$ cat config.mk
export PLATFORM = sky130hd
export DESIGN_NAME = md_sequencer
export DESIGN_NICKNAME = d
export VERILOG_FILES = /design/src/rtl/md_pkg.sv /design/src/rtl/md_addsub.sv /design/src/rtl/md_sequencer.sv
export SDC_FILE = /design/constraint.sdc
export NUM_CORES = 1
export LEC_CHECK = 0
export ABC_AREA = 1
export ABC_CLOCK_PERIOD_IN_PS = 17400
export CAP_MARGIN = 30
export CORE_MARGIN = 4
export CORE_UTILIZATION = 50
export DETAILED_ROUTE_END_ITERATION = 8
export GPL_TIMING_DRIVEN = 0
export PLACE_DENSITY_LB_ADDON = 0.15
export SETUP_SLACK_MARGIN = 0.2
export SLEW_MARGIN = 20
export SYNTH_ARGS = -nofsm -noshare
export SYNTH_HDL_FRONTEND = slang
export SYNTH_SLANG_ARGS = --single-unit
$ cat constraint.sdc
create_clock -name clk -period 17.4 [get_ports clk]
set_clock_uncertainty 0.2 [all_clocks]
set_input_delay 2.61 -clock clk [delete_from_list [all_inputs] [get_ports clk]]
set_output_delay 2.61 -clock clk [all_outputs]
set_load 0.02 [all_outputs]
$ cat src/rtl/md_pkg.sv
// Shared definitions for the multiply/divide sequencer: operation codes,
// FSM state encoding, default sizes and small opcode decode helpers.
package md_pkg;

  localparam int MD_WIDTH = 32;
  localparam int MD_ITER  = 32;

  localparam logic [2:0] MD_MULT  = 3'd0;
  localparam logic [2:0] MD_MULTU = 3'd1;
  localparam logic [2:0] MD_DIV   = 3'd2;
  localparam logic [2:0] MD_DIVU  = 3'd3;

  typedef enum logic [1:0] {
    S_IDLE = 2'd0,
    S_PREP = 2'd1,
    S_RUN  = 2'd2,
    S_FIX  = 2'd3
  } mdState_e;

  function automatic logic isValidOp(input logic [2:0] op);
    return op <= MD_DIVU;
  endfunction

  function automatic logic isSignedOp(input logic [2:0] op);
    return (op == MD_MULT) || (op == MD_DIV);
  endfunction

  function automatic logic isDivOp(input logic [2:0] op);
    return (op == MD_DIV) || (op == MD_DIVU);
  endfunction

endpackage

$ cat src/rtl/md_addsub.sv
// WIDTH+1-bit adder/subtractor shared by the multiply and divide loops.
// borrow is meaningful only when sub=1 and means a < b.
module md_addsub import md_pkg::*; #(
  parameter int WIDTH = MD_WIDTH
) (
  input  logic [WIDTH:0] a,
  input  logic [WIDTH:0] b,
  input  logic           sub,
  output logic [WIDTH:0] sum,
  output logic           borrow
);

  logic [WIDTH+1:0] full;

  // Two's-complement subtract as a + ~b + 1; carry-out low means borrow.
  always_comb begin
    full   = {1'b0, a} + {1'b0, (sub ? ~b : b)} + {{(WIDTH+1){1'b0}}, sub};
    sum    = full[WIDTH:0];
    borrow = sub & ~full[WIDTH+1];
  end

endmodule

$ cat src/rtl/md_sequencer.sv
// Iterative multiply/divide unit for the E stage. Owns HI/LO, runs a radix-2
// shift-add multiply or restoring divide over one shared adder, and services
// mthi/mtlo while idle.
//
// Handshake: start is a one-cycle request accepted only in IDLE with a valid
// MDOp; busy rises on the accepting edge and falls on the edge that writes
// HI/LO, so a request is in flight exactly while busy=1. Requests and
// mthi/mtlo seen while busy are ignored.
module md_sequencer import md_pkg::*; #(
  parameter int WIDTH = MD_WIDTH,
  parameter int ITER  = MD_ITER
) (
  input  logic             clk,
  input  logic             reset,
  input  logic             start,
  input  logic [2:0]       MDOp,
  input  logic [WIDTH-1:0] A,
  input  logic [WIDTH-1:0] B,
  input  logic [WIDTH-1:0] WD,
  input  logic             mthi,
  input  logic             mtlo,
  output logic             busy,
  output logic [WIDTH-1:0] hi,
  output logic [WIDTH-1:0] lo
);

  localparam int CW = (ITER > 1) ? $clog2(ITER) : 1;

  mdState_e           state, nextState;
  logic [CW-1:0]      count;
  logic [2*WIDTH-1:0] acc;        // {rem / product high, quotient / product low}
  logic [WIDTH-1:0]   opA, opB;   // raw operands at start, magnitudes after PREP
  logic               opSigned, opDiv;
  logic               negRes, negRem, divZero;

  logic [WIDTH:0]     addA, addB, addSum;
  logic               addSub, addBorrow;
  logic [2*WIDTH-1:0] fixProd;
  logic [WIDTH-1:0]   fixQuo, fixRem;
  logic               ioWrite;

  md_addsub #(.WIDTH(WIDTH)) uAddSub (
    .a      (addA),
    .b      (addB),
    .sub    (addSub),
    .sum    (addSum),
    .borrow (addBorrow)
  );

  // State register.
  always_ff @(posedge clk or posedge reset) begin
    if (reset) state <= S_IDLE;
    else       state <= nextState;
  end

  // Next-state logic and the idle-only mthi/mtlo enable.
  always_comb begin
    nextState = state;
    ioWrite   = 1'b0;
    case (state)
      S_IDLE: begin
        ioWrite = !start;
        if (start && isValidOp(MDOp)) nextState = S_PREP;
      end
      S_PREP: nextState = S_RUN;
      S_RUN:  if (count == CW'(ITER - 1)) nextState = S_FIX;
      S_FIX:  nextState = S_IDLE;
      default: nextState = S_IDLE;
    endcase
  end

  // Adder operands: conditional add of the multiplicand, or trial subtract of
  // the divisor from the remainder shifted left by one dividend bit.
  always_comb begin
    if (opDiv) begin
      addA   = acc[2*WIDTH-1:WIDTH-1];
      addB   = {1'b0, opB};
      addSub = 1'b1;
    end else begin
      addA   = {1'b0, acc[2*WIDTH-1:WIDTH]};
      addB   = acc[0] ? {1'b0, opB} : '0;
      addSub = 1'b0;
    end
  end

  // Sign correction applied to the magnitude results in FIX.
  always_comb begin
    fixProd = negRes ? -acc : acc;
    fixQuo  = negRes ? -acc[WIDTH-1:0] : acc[WIDTH-1:0];
    fixRem  = negRem ? -acc[2*WIDTH-1:WIDTH] : acc[2*WIDTH-1:WIDTH];
  end

  // Datapath: operand capture, iteration, result write-back and mthi/mtlo.
  always_ff @(posedge clk or posedge reset) begin
    if (reset) begin
      busy     <= 1'b0;
      hi       <= '0;
      lo       <= '0;
      count    <= '0;
      acc      <= '0;
      opA      <= '0;
      opB      <= '0;
      opSigned <= 1'b0;
      opDiv    <= 1'b0;
      negRes   <= 1'b0;
      negRem   <= 1'b0;
      divZero  <= 1'b0;
    end else begin
      busy <= (nextState != S_IDLE);
      case (state)
        S_IDLE: begin
          if (nextState == S_PREP) begin
            opA      <= A;
            opB      <= B;
            opSigned <= isSignedOp(MDOp);
            opDiv    <= isDivOp(MDOp);
          end else if (ioWrite) begin
            if (mthi) hi <= WD;
            if (mtlo) lo <= WD;
          end
        end
        S_PREP: begin
          acc     <= {{WIDTH{1'b0}}, ((opSigned && opA[WIDTH-1]) ? -opA : opA)};
          opB     <= (opSigned && opB[WIDTH-1]) ? -opB : opB;
          negRes  <= opSigned && (opA[WIDTH-1] ^ opB[WIDTH-1]);
          negRem  <= opSigned && opA[WIDTH-1];
          divZero <= (opB == '0);
          count   <= '0;
        end
        S_RUN: begin
          if (opDiv)
            acc <= {(addBorrow ? acc[2*WIDTH-2:WIDTH-1] : addSum[WIDTH-1:0]),
                    acc[WIDTH-2:0], ~addBorrow};
          else
            acc <= {addSum, acc[WIDTH-1:1]};
          count <= count + CW'(1);
        end
        S_FIX: begin
          if (!opDiv) begin
            {hi, lo} <= fixProd;
          end else if (!divZero) begin
            lo <= fixQuo;
            hi <= fixRem;
          end
        end
        default: ;
      endcase
    end
  end

endmodule

After elaboration in Yosys (flattened, before gate mapping). Index checks and enable logic that the tools add are counted.

Div/mod/pow operators: 0. Multipliers: 0. Eq/ne operators: 14. Mux-type cells: 32. $add $sub $neg: 8. Reduce and logical (&&, ||, !) cells: 18. Bitwise operators: 5. Shifts and indexed selects: 0. $lt $le $gt $ge: 1.

Operators with widths (count): 32-bit two-way mux (18); 32-bit case mux with 2 select lines (3); 64-bit two-way mux (2); 32-bit negation (4); 64-bit case mux with 2 select lines (1); 33-bit two-way mux (2); 64-bit negation (1); 33-bit by 33-bit adder with 34-bit output (1); 34-bit by 1-bit adder with 34-bit output (1); 32-bit NOT with 33-bit output (1); 32-bit logical NOT (1); 2-bit != test, second input constant (6); 5-bit case mux with 2 select lines (1); 5-bit AND reduction (2); 2-bit case mux with 4 select lines (1); 2-bit nonzero test (4); 3-bit by 2-bit == test with 1-bit output, second input constant (2); 5-bit by 1-bit adder with 5-bit output, second input constant (1); 5-bit == test, second input constant (1); 2-bit by 1-bit == test with 1-bit output, second input constant (2); 2-bit == test, second input constant (2); 1-bit logical AND (4); 2-bit two-way mux (2); 3-bit by 2-bit <= comparator with 1-bit output, second input constant (1); 11 further kinds (14).

Memory bits (read-only): 0. Output and inout bits: 65. Bits in writable memories: 0. Memories kept: 0. Bits in latches: 0. Input port bits: 104. Word-level logic and storage cells: 91. Bits in registers: 205.

Depth between registers and ports, before layout.
Word-level depth: 11. Mapped depth: 24. Depth with buffers taken out: 20.

Modules after synthesis. Synthesis repeated with hierarchy kept, for this count alone.

Cells, all modules: 2718. Area total of the unflattened synthesis: 17081.4 µm².

By module, submodules not included: md_sequencer (sequential area each 5129.9 µm², cells an instance 2208, area each 14417.6 µm², times used 1); md_addsub (sequential area each 0.0 µm², cells an instance 510, area each 2663.8 µm², times used 1).

Worst setup path before layout. OpenSTA, ideal clock, no wires.

Path kind: input port to flip-flop. Start: in start. End: reg hi[10]. Path buffers: 2. Required time: 17077 ps. Setup time: 123 ps. Cell stages on the path: 11. Slack: 13405 ps. Arrival time: 3672 ps. Cells stage by stage: inv_1 > o21ai_1 > a21oi_1 > nand2_1 > nand2_1 > nand2_1 > inv_2 > buf_4 > buf_2 > nor2_1 > a21oi_1.

Longest elaborated chain between the ends: 6. Elaborated cells between the ends (all ways): 9. Classes of those cells: eq/ne (3); mux (3); reduce/logical (3).

Ends and longest elaborated chain: from (decl) (line md_sequencer.sv:15) `input logic start,`; 1-bit logical AND (line md_sequencer.sv:63) `if (start && isValidOp(MDOp)) nextState = S_PREP;`; 2-bit two-way mux (line md_sequencer.sv:63); 2-bit case mux with 4 select lines (line md_sequencer.sv:60) `case (state)`; 2-bit by 1-bit == test with 1-bit output (line md_sequencer.sv:112) `if (nextState == S_PREP) begin`; 2-bit != test (no source line); 5-bit AND reduction (no source line) (*); to (signal assigned) (line md_sequencer.sv:140) `{hi, lo} <= fixProd;`; to (signal assigned) (line md_sequencer.sv:143) `hi <= fixRem;`; to (decl) (line md_sequencer.sv:23) `output logic [WIDTH-1:0] hi,`.

Mark *: on every way between the ends. The rest lies on a longest branch, timed or not. A chain may end at the register's enable or synchronous reset.

Worst setup path in the final report.
Start: reg opDiv. End: reg acc[58].

Longest elaborated chain between the ends: 10. Elaborated cells between the ends (all ways): 12. Classes of those cells: add/sub (2); mux (7); bitwise (3).

Ends and longest elaborated chain: from (decl) (line md_sequencer.sv:33) `logic opSigned, opDiv;`; from (signal assigned) (line md_sequencer.sv:116) `opDiv <= isDivOp(MDOp);`; 32-bit two-way mux (line md_sequencer.sv:75) `if (opDiv) begin`; 32-bit NOT with 33-bit output (line md_addsub.sv:17) `full = {1'b0, a} + {1'b0, (sub ? ~b : b)} + {{(WIDTH+1){1'b0}}, sub};`; 33-bit two-way mux (line md_addsub.sv:17); 33-bit by 33-bit adder with 34-bit output (line md_addsub.sv:17); 34-bit by 1-bit adder with 34-bit output (line md_addsub.sv:17); 1-bit NOT (line md_addsub.sv:19) `borrow = sub & ~full[WIDTH+1];`; 1-bit AND (line md_addsub.sv:19); 32-bit two-way mux (line md_sequencer.sv:132) `acc <= {(addBorrow ? acc[2*WIDTH-2:WIDTH-1] : addSum[WIDTH-1:0]),`; 64-bit two-way mux (*) (line md_sequencer.sv:131) `if (opDiv)`; 64-bit case mux with 2 select lines (*) (line md_sequencer.sv:110) `case (state)`; to (signal assigned) (line md_sequencer.sv:123) `acc <= {{WIDTH{1'b0}}, ((opSigned && opA[WIDTH-1]) ? -opA : opA)};`; to (signal assigned) (line md_sequencer.sv:132); to (signal assigned) (line md_sequencer.sv:135) `acc <= {addSum, acc[WIDTH-1:1]};`; to (decl) (line md_sequencer.sv:31) `logic [2*WIDTH-1:0] acc;`.

Marks and branches as above.

==> flow_metrics.env <==
export IMPL_final_setup_tns_ps=0
export IMPL_tritoncts="built"
export IMPL_hold_depth=1
export IMPL_cts_buffers=24
export IMPL_clk_pin_slew_worst_paths_ps=60
export IMPL_top_layer_used="met4"
export IMPL_finalNetCount=3141
export IMPL_synth_area_mm2=0.01725
export IMPL_cts_htree_levels=1
export IMPL_die_area_mm2=0.03754
export IMPL_r2r_end="acc[58]$_DFFE_PP0P_"
export IMPL_rsz0062_at_grt="false"
export IMPL_status="complete, no violations"
export IMPL_initial_utilization=0.5107
export IMPL_grt_pass1_wl_mm=110.0
export IMPL_area_growth_pct=17.62
export IMPL_dr_wl_met3_mm=6.850
export IMPL_antenna_cells=0
export IMPL_multiInputGateArea_mm2=0.01047
export IMPL_grt_antenna_before_repair=0
export IMPL_gr_total_overflow=0
export IMPL_cts_sinks=205
export IMPL_clock_latency_ps=580
export IMPL_hold_path_class="reg2reg"
export IMPL_n_fill_cell=3259
export IMPL_regArea_mm2=0.005130
export IMPL_synth_seq_cells=205
export IMPL_layout_min_cycle_time_ps=4832
export IMPL_cap_violations=0
export IMPL_drive_above_1_share=0.05316
export IMPL_cts_root_buffer="clkbuf_16"
export IMPL_route_met2_wl_mm=32.60
export IMPL_yosys_warnings=0
export IMPL_drt_met1_wl_mm=29.37
export IMPL_core_area_mm2=0.03378
export IMPL_finalCritPeriodShare=0.2777
export IMPL_slew_viol_final=0
export IMPL_gp_congestion=1.036
export IMPL_hold_start="count[0]$_DFFE_PP0P_"
export IMPL_synthCells=2800
export IMPL_worstPathMaxFanout=10
export IMPL_syn_nets=2946
export IMPL_p_per_area_mw_per_mm2=199.2
export IMPL_avgSynthCellArea_um2=6.162
export IMPL_rr_worst_depth=18
export IMPL_drt_initial_drc_count=2308
export IMPL_vias_per_cell=5.925
export IMPL_first_pass_iters=6
export IMPL_cp_end_kind="register"
export IMPL_routed_wl_mm=72.70
export IMPL_synth_cell_types=55
export IMPL_port_buffers=168
export IMPL_vias=20490
export IMPL_clockBufferDepth=3
export IMPL_worst_pin_slew_ps=1052
export IMPL_grt_usage=0.3693
export IMPL_report_final_hold_viol_count=0
export IMPL_r2r_start="opDiv$_DFFE_PP0P_"
export IMPL_die_h_um=193.8
export IMPL_cts_hold_buffers=0
export IMPL_fmax_ghz=0.2070
export IMPL_drc_errors=0
export IMPL_ir_drop_mv=0.1178
export IMPL_setup_viol=0
export IMPL_critPathKind="reg2reg"
export IMPL_post_dp_cell_area_mm2=0.01953
export IMPL_min_to="count[0]$_DFFE_PP0P_"
export IMPL_relSlewSlack=0.2987
export IMPL_post_cts_setup_buffers=0
export IMPL_io_pins=169
export IMPL_rows=67
export IMPL_dp_hpwl_mm=58.84
export IMPL_cp_arrival_ps=5070
export IMPL_stdcell_area_mm2=0.02029
export IMPL_drtAntennaViolNets=0
export IMPL_leakage_nw=9.257
export IMPL_startpoint_type="register"
export IMPL_grt_max_degree=105
export IMPL_cts_resized=0
export IMPL_die_w_um=193.8
export IMPL_synth_seq_area_share=0.2973
export IMPL_grt_pass1_vias=19050
export IMPL_r2r_slack_ps=12570
export IMPL_post_drt_wl_per_cell_um=21.02
export IMPL_cp_required_ps=17630
## worst max-delay path by stage
stage                     endpoint  slack, ps               from
3_5_place_dp    hi[26]$_DFFE_PP0P_      12220            MDOp[2]
5_1_grt        acc[58]$_DFFE_PP0P_      12410  opDiv$_DFFE_PP0P_
3_3_place_gp   opB[21]$_DFFE_PP0P_       6250              reset
6_report       acc[58]$_DFFE_PP0P_      12570  opDiv$_DFFE_PP0P_
4_1_cts        acc[58]$_DFFE_PP0P_      12650  opDiv$_DFFE_PP0P_
2_1_floorplan   acc[0]$_DFFE_PP0P_       8990              reset
## routing by layer
metal  up-vias  global-route usage
met2      1235              0.6004
met1      9426              0.4916
met3       199             0.05230
met5         -                   0
met4         0              0.1660
li1       9629                   -
## cell usage in the layout (no fill, tap or decap), drive strengths merged, types with 4 or more instances in the layout
cell type,synthesis,routed
a21oi,219,219
a22oi,6,6
a31oi,38,38
and2,4,4
buf,47,48
clkbuf,78,110
clkdlybuf4s50,0,168
clkinv,4,11
dfrtp,205,205
ha,41,41
inv,293,293
nand2,757,757
nand3,308,308
nand3b,6,6
nand4,40,40
nor2,400,400
nor3,26,26
nor4,8,8
o211ai,26,26
o21ai,204,204
o21bai,13,13
o221ai,6,6
o22ai,16,16
or2,5,5
xnor2,9,9
xor2,23,23
## cells in the mapped netlist, drive strengths merged
library cell | instances | area, um2
o211ai | 26 | 195.2
xnor2 | 9 | 78.83
dfrtp | 205 | 5130
o31ai | 3 | 22.52
inv | 293 | 1100
fa | 1 | 20.02
nand3 | 308 | 1579
mux2 | 1 | 11.26
o311ai | 1 | 8.760
o22ai | 16 | 100.1
and2 | 4 | 25.02
nor4 | 8 | 50.05
o21bai | 13 | 101.4
nand2 | 757 | 2862
buf | 47 | 247.7
a31oi | 38 | 237.7
or2 | 5 | 31.29
and3 | 1 | 6.260
o21ai | 204 | 1040
a21oi | 219 | 1126
nor2 | 400 | 1604
a22oi | 6 | 45.04
o2111ai | 2 | 17.52
o41ai | 1 | 8.760
a22o | 1 | 8.760
nor3 | 26 | 172.7
xor2 | 23 | 201.4
nand3b | 6 | 45.04
clkbuf | 78 | 292.8
nand4 | 40 | 250.2
o21a | 1 | 7.510
a2111oi | 1 | 8.760
o221ai | 6 | 52.55
clkinv | 4 | 15.01
a211oi | 3 | 22.52
ha | 41 | 513.0
a21o | 2 | 15.01
## kinds of logic (layout without fill, tap and decap cells)
family / count (synthesis) / count (layout) / share of synthesized area
fa+ha+maj: 42 / 42 / 0.03089
simple gates: 1555 / 1555 / 0.3840
mux: 1 / 1 / 0.0006526
xor+xnor: 32 / 32 / 0.01624
compound gates: 543 / 543 / 0.1749
flops: 205 / 205 / 0.2973
buf+inv: 422 / 632 / 0.09595
## critical path, stage by stage (launching register included)
cell and delay [ps]:
dfrtp_1 320, buf_4 190, buf_2 330, buf_2 420, buf_2 380, buf_1 550, nand2_1 110, o21ai_0 220
ha_1 370, a21oi_1 250, inv_1 80, a21oi_2 140, nand2_1 130, a21oi_4 240, nand3_4 140, nor2_4 300
nand2_1 120, nand4_1 140, nand2_1 60
## sequential cells by signal, summed over array words and instances, names as in the netlist
name and flops:
opSigned 1, negRes 1, opB 32, acc 64, divZero 1, count 5, negRem 1, lo 32
state 2, opDiv 1, busy 1, opA 32, hi 32
## where the power goes
group	internal, mW	switching, mW	total [mW]	leakage (nW)
Combinational	0.824	1.79	2.61	6.50
Clock	0.276	0.224	0.500	0.371
Sequential	0.696	0.234	0.929	2.38
## layout make-up
type / count / share of cell area
multi-input combinational: 2173 / 0.5158
sequential: 205 / 0.2528
timing repair buffer: 169 / 0.08422
inverter: 297 / 0.05531
clock buffer: 32 / 0.03354
tap: 448 / 0.02762
buffer: 125 / 0.02664
clock inverter: 9 / 0.004069
## stage by stage
step           worst slack (ps)  total power, mW  hold slack [ps]  utilization  instances
6_report                  12570            4.043            300.8       0.6007       3458
5_1_grt                   12410            4.314            336.9       0.6007       3458
4_1_cts                   12650            3.965            300.5       0.6007       3458
3_5_place_dp              12220            3.452            283.9       0.5781       3417
3_3_place_gp               6252            3.386            277.6       0.5771       3416
2_1_floorplan              8994            2.555            247.0            -       2800
(Power assumes the default switching activity.)
